## config.mk

```make
export PLATFORM = sky130hd
export DESIGN_NAME = writeback_queue
export DESIGN_NICKNAME = d
export VERILOG_FILES = /design/src/rtl/writeback_queue.sv
export SDC_FILE = /design/constraint.sdc
export NUM_CORES = 1
export LEC_CHECK = 0
export BUFFER_PORTS_ARGS = -buffer_cell sky130_fd_sc_hd__buf_2
export CORE_ASPECT_RATIO = 2
export CORE_UTILIZATION = 45
export DETAILED_ROUTE_END_ITERATION = 6
export PLACE_DENSITY = 0.66
export SLEW_MARGIN = 40
export SYNTH_ARGS = -nofsm -noshare
export SYNTH_HDL_FRONTEND = slang
export SYNTH_SLANG_ARGS = --single-unit
```

## constraint.sdc

```tcl
create_clock -name clk -period 3.7 [get_ports clk]
set_input_delay 0.74 -clock clk [delete_from_list [all_inputs] [get_ports clk]]
set_output_delay 0.74 -clock clk [all_outputs]
set_load 0.02 [all_outputs]
```

## src/rtl/writeback_queue.sv

```systemverilog
// In-order writeback buffer for the register unit's single write port.
// Two producers (A has priority), one pop per cycle into a registered write stage.
module writeback_queue #(
    parameter int DEPTH = 4,
    parameter int XLEN  = 32
) (
    input  logic                       clk,
    input  logic                       rst_n,
    input  logic                       a_valid,
    output logic                       a_ready,
    input  logic [4:0]                 a_rd,
    input  logic [XLEN-1:0]            a_data,
    input  logic                       b_valid,
    output logic                       b_ready,
    input  logic [4:0]                 b_rd,
    input  logic [XLEN-1:0]            b_data,
    input  logic                       drain_en,
    input  logic [4:0]                 q_rs1,
    input  logic [4:0]                 q_rs2,
    output logic                       busy_rs1,
    output logic                       busy_rs2,
    output logic                       RUWr,
    output logic [4:0]                 Rd,
    output logic [XLEN-1:0]            DataWr,
    output logic [$clog2(DEPTH):0]     count
);

    localparam int PW = $clog2(DEPTH);
    localparam int CW = PW + 1;

    logic [4:0]      rd_mem   [DEPTH];
    logic [XLEN-1:0] data_mem [DEPTH];
    logic [PW-1:0]   head;
    logic [PW-1:0]   tail;

    logic            full;
    logic            a_fire;
    logic            b_fire;
    logic [4:0]      enq_rd;
    logic [XLEN-1:0] enq_data;
    logic            enq;
    logic            pop;
    logic [PW-1:0]   offset;

    // Readiness looks only at registered occupancy, so a same-cycle pop never frees a slot.
    assign full     = (count == CW'(DEPTH));
    assign a_ready  = !full;
    assign b_ready  = !full && !a_valid;
    assign a_fire   = a_valid && a_ready;
    assign b_fire   = b_valid && b_ready;
    assign enq_rd   = a_fire ? a_rd   : b_rd;
    assign enq_data = a_fire ? a_data : b_data;
    assign enq      = (a_fire || b_fire) && (enq_rd != 5'd0);
    assign pop      = drain_en && (count != '0);

    always_ff @(posedge clk) begin
        if (enq) begin
            rd_mem[tail]   <= enq_rd;
            data_mem[tail] <= enq_data;
        end
    end

    always_ff @(posedge clk or negedge rst_n) begin
        if (!rst_n) begin
            head  <= '0;
            tail  <= '0;
            count <= '0;
        end else begin
            if (enq) begin
                tail <= tail + 1'b1;
            end
            if (pop) begin
                head <= head + 1'b1;
            end
            case ({enq, pop})
                2'b10:   count <= count + 1'b1;
                2'b01:   count <= count - 1'b1;
                default: count <= count;
            endcase
        end
    end

    always_ff @(posedge clk or negedge rst_n) begin
        if (!rst_n) begin
            RUWr   <= 1'b0;
            Rd     <= '0;
            DataWr <= '0;
        end else if (pop) begin
            RUWr   <= 1'b1;
            Rd     <= rd_mem[head];
            DataWr <= data_mem[head];
        end else begin
            RUWr   <= 1'b0;
        end
    end

    // An entry is live when its distance from head (mod DEPTH) is below count.
    always_comb begin
        busy_rs1 = 1'b0;
        busy_rs2 = 1'b0;
        offset   = '0;
        for (int i = 0; i < DEPTH; i++) begin
            offset = PW'(i) - head;
            if ({1'b0, offset} < count) begin
                if (rd_mem[i] == q_rs1) busy_rs1 = 1'b1;
                if (rd_mem[i] == q_rs2) busy_rs2 = 1'b1;
            end
        end
        if (q_rs1 == 5'd0) busy_rs1 = 1'b0;
        if (q_rs2 == 5'd0) busy_rs2 = 1'b0;
    end

endmodule

```

# == Word-level counts from Yosys, hierarchy flattened ==
# Memories as Yosys holds them, arrays and structs flattened. A register that Yosys moved wholly into a read port is not among the register bits.
# Cells that the tools add are included.
# word_totals
reg_bits,8
mem_bits_rw,148
in_bits,89
output_inout_bits,45
wordCells,68
mem_count,2
# op_classes
add_sub_neg,8
n_lt_le_gt_ge,4
n_eq_ne,11
n_mux,24
reduce_logical,15
# memory_table
memory,depth,width,read_ports,rd_clocked_by_memory_dff,wr,line_no,rtl
data_mem,4,32,1,1,1,32,logic [XLEN-1:0] data_mem [DEPTH];
rd_mem,4,5,5,1,1,31,logic [4:0] rd_mem [DEPTH];
# op_table
operator,count
$eq A5 B5 Y1,8
$mux W32,1
$mux W1,21
$lt A2 B3 Y1,4
$logic_not A5 Y1,2
$pmux W3 S2,1
$logic_and A1 B1 Y1,5
$mux W5,1
$reduce_bool A5 Y1,1
$add A2 B1 Y2 const B,2
$logic_not A1 Y1,4
$sub A1 B2 Y2 const A,2
$sub A2 B2 Y2 const A,2
$add A3 B1 Y3 const B,1
$eq A3 B3 Y1 const B,1
$reduce_bool A3 Y1,1
$sub A3 B1 Y3 const B,1
$eq A2 B1 Y1 const B,1
$eq A2 B2 Y1 const B,1
$reduce_bool A2 Y1,1
$logic_or A1 B1 Y1,1

# == Logic depth before layout (Yosys ltp) ==
# depth
depth_word,10
depth_mapped,10
mapped_depth_nobuf,10

# == Worst setup path after synthesis ==
# No wires, ideal clock.
# synth_path
path_type,register to output
startpoint,register head[1]
endpoint,output port busy_rs2
arrival_ns,2.105
required_time_ns,2.960
path_slack_ns,0.855
path_stages_with_launch,9
n_path_buf,1
path_cell_list,dfrtp_1 -> buf_1 -> inv_1 -> ha_1 -> a21boi_0 -> o21ba_2 -> nor4_1 -> nor4_1 -> a21oi_1
# synth_via
elab_chain_len,10
word_cells_on_any_way,16
classes_between,add/sub: 4; order compare: 4; mux: 8
# synth_lines
element,line_no,rtl
start: declaration,33,logic [PW-1:0] head;
start signal: assignment,73,head <= head + 1'b1;
$sub A1 B2 Y2,103,offset = PW'(i) - head;
$lt A2 B3 Y1,104,"if ({1'b0, offset} < count) begin"
$mux W1,104,
$mux W1,106,if (rd_mem[i] == q_rs2) busy_rs2 = 1'b1;
$mux W1,104,
$mux W1,106,
$mux W1,104,
$mux W1,106,
$mux W1 *,104,
$mux W1 *,110,if (q_rs2 == 5'd0) busy_rs2 = 1'b0;
end: declaration,21,"output logic busy_rs2,"
# Mark *: on every way between the ends. The rest lies on a longest branch, timed or not.

# == Worst setup path in the final report ==
# layout_path
startpoint,register head[0]
endpoint,output port busy_rs1
# layout_via
elab_chain_len,10
word_cells_on_any_way,16
classes_between,add/sub: 4; order compare: 4; mux: 8
# layout_lines
element,line_no,rtl
$sub A1 B2 Y2,103,
$lt A2 B3 Y1,104,
$mux W1,104,
$mux W1,105,if (rd_mem[i] == q_rs1) busy_rs1 = 1'b1;
$mux W1,104,
$mux W1,105,
$mux W1,104,
$mux W1,105,
$mux W1 *,104,
$mux W1 *,109,if (q_rs1 == 5'd0) busy_rs1 = 1'b0;
end: declaration,20,"output logic busy_rs1,"
# Marked as above.

==> results.yml <==
status:
  status: "finished, final reports clean"
die:
  die_h_um: 195
  die_w_um: 98.7
  ios: 134
  die_area_mm2: 0.0193
  coreArea_mm2: 0.0183
  rows: 70
  initial_core_util_pct: 46.0
global_routing:
  grt-ovfl-total: 0
  grt_use_total_pct: 20.0
  grtUsageMet2_pct: 37.8
  grt_pass1_wl_um: 28200
  antenna_found_initial: 0
  gr-max-usage-layer: "met2"
  grt_max_degree: 40
  use_met3_pct: 3.33
  use_met1_pct: 21.3
  grt_pass1_vias: 5224
yosys:
  syn_nets: 631
  synth_edf_count: 148
  syn_area_mm2: 0.00841
  ys_ff_latch: 193
  synth_top_flop_cell: "edfxtp_1"
  yosysSeqAreaShare_pct: 66.2
  syn_area_per_cell_um2: 15.8
  synth_warnings: 0
  synth.distinct_cells: 33
  synthArstFlopShare_pct: 23.3
  synthCells: 532
clocking:
  tritoncts: "yes"
  cts_setup_buffers: 0
  h-tree-depth: 4
  cts_resized: 0
  cts_buffer_depth: 2
  cts_root_buf: "clkbuf_16"
  clk_latency_ns: 0.43
  ctsHoldBuffers: 0
  clock-sinks: 193
  cts_buffers: 17
  path_clk_slew_ns: 0.08
sta:
  slew_viol_final: 0
  finalSetupTns_ns: 0
  fmaxAchievable_mhz: 303
  finalCritPeriodShare_pct: 89.1
  setup_slack_ns: 0.403
  finalCriticalPeriod_ns: 3.30
  rsz0062_at_grt: "no"
  hold_viol: 0
  tightest_slew_ns: 0.714
  fin_skew_ns: 0.0103
  setup_viol: 0
  max_slew_margin_pct: 52.4
place:
  place.detailed.hpwl_um: 12300
  post_dp_cell_area_mm2: 0.00929
  io_buffers: 133
  dp_slack_ns: 0.686
  place_congestion: 0.811
routing:
  routed_wl_um: 17800
  drtIter0Drc: 187
  routedWlPerCell_um: 19.9
  remaining_drc_errors: 0
  vias: 4742
  ant_nets: 0
  viasPerCell: 5.32
  dr.pass1.iters: 4
critical_path:
  end_kind: "primary output"
  worstSetupPathType: "reg -> out"
  cp_data_required_time_ns: 2.96
  startpoint_type: "flip-flop"
  cp.arrival_ns: 2.56
  critPathMaxFanout: 5
power:
  p_per_area_mw_per_mm2: 838
  p_total_w: 0.00832
  irDropWorstVdd_mv: 0.446
  p_leak_nw: 4.01
layout:
  syn2layout_area_growth_pct: 18.1
  diodes: 0
  layout_common_cells: "148 x edfxtp_1, 133 x buf_2, 114 x nand2_1, 43 x dfrtp_1, 37 x mux4_2"
  fin_nets: 762
  final_cell_area_mm2: 0.00993
  drive_gt1_share_pct: 38.8
  layout_commonest_cell: "edfxtp_1"
min_path:
  hold_path_class: "in -> async"
job:
  maxCapViolCount: 0
-- synth_stat cells, drive strengths merged (2+ instances only) --
cell,number,share of area (%)
edfxtp,148,53
nand2,115,5.2
dfrtp,45,13
mux2,37,6.3
mux4,37,9.9
xnor2,28,2.9
buf,20,1.3
xor2,19,2.0
inv,13,0.58
clkbuf,11,0.49
nor4,11,0.82
ha,9,1.3
nand3,8,0.48
nor2,6,0.27
and2,5,0.40
a21oi,3,0.18
o21ai,3,0.18
nand2b,2,0.15
nor3,2,0.12
o21ba,2,0.24
o22ai,2,0.15
-- flip-flops by register name, indices dropped and copies added, names as in the netlist --
register	flops
data_mem	128
DataWr	32
rd_mem	20
Rd	5
count	3
head	2
tail	2
RUWr	1
-- critical path, cell delays in order (launching register included) --
cell	delay (ns)
dfrtp_4	0.53
xor2_1	0.20
ha_1	0.26
nand2b_1	0.07
o22ai_1	0.13
nor4_1	0.51
nor4_1	0.11
a21oi_1	0.13
buf_2	0.18
-- per-layer routing --
layer | wire length (um) | share of wire (%)
met5 | 0 | 0
met4 | 557 | 3.1
met3 | 606 | 3.4
met2 | 10400 | 59
met1 | 6180 | 35
-- layout make-up --
type	instances	area, um^2
inverters	13	48.8
flip-flops and latches	193	5580
well taps	216	270
clock inverters	14	185
fillers	1508	8370
clock buffers	18	450
repair buffers	143	744
multi-input cells	295	2660
-- metrics by stage --
| stage | instances | hold slack (ns) | util [%] |
|---|---|---|---|
| after floorplan | 532 | 0.444 | - |
| after detailed placement | 860 | 0.457 | 50.8 |
| after global placement | 860 | 0.460 | 50.8 |
| final | 892 | 0.310 | 54.3 |
| after CTS | 892 | 0.316 | 54.2 |
| after global routing | 892 | 0.340 | 54.3 |
-- final timing paths --
check	slack, ns	end	from	depth (start not counted)
setup / recovery	0.40	busy_rs1	head[0]	8
hold / removal	0.31	count[0]	rst_n	1
setup reg to reg	1.10	data_mem[0][12]	count[0]	5
hold reg to reg	0.47	DataWr[4]	DataWr[4]	2
max in group asynchronous	2.62	head[0]	rst_n	2
min in group clk	0.47	DataWr[4]	DataWr[4]	2
-- logic make-up after synthesis --
| kind of cell | count (synthesis) | share of synthesized area (%) |
|---|---|---|
| flip-flops | 193 | 66.2 |
| AO/OA/AOI/OAI | 13 | 1.10 |
| AND/OR/NAND/NOR | 151 | 7.62 |
| adder cells (fa/ha/maj) | 10 | 1.58 |
| buffers and inverters | 44 | 2.39 |
| XOR/XNOR | 47 | 4.89 |
| multiplexers | 74 | 16.2 |
-- power by group --
part | internal [W] | switching (W) | total (W)
sequential | 0.00322 | 0.000332 | 0.00355
combinational | 0.00121 | 0.00170 | 0.00291
clock | 0.000965 | 0.000895 | 0.00186
No activity file was read; power rests on OpenSTA's default activity.
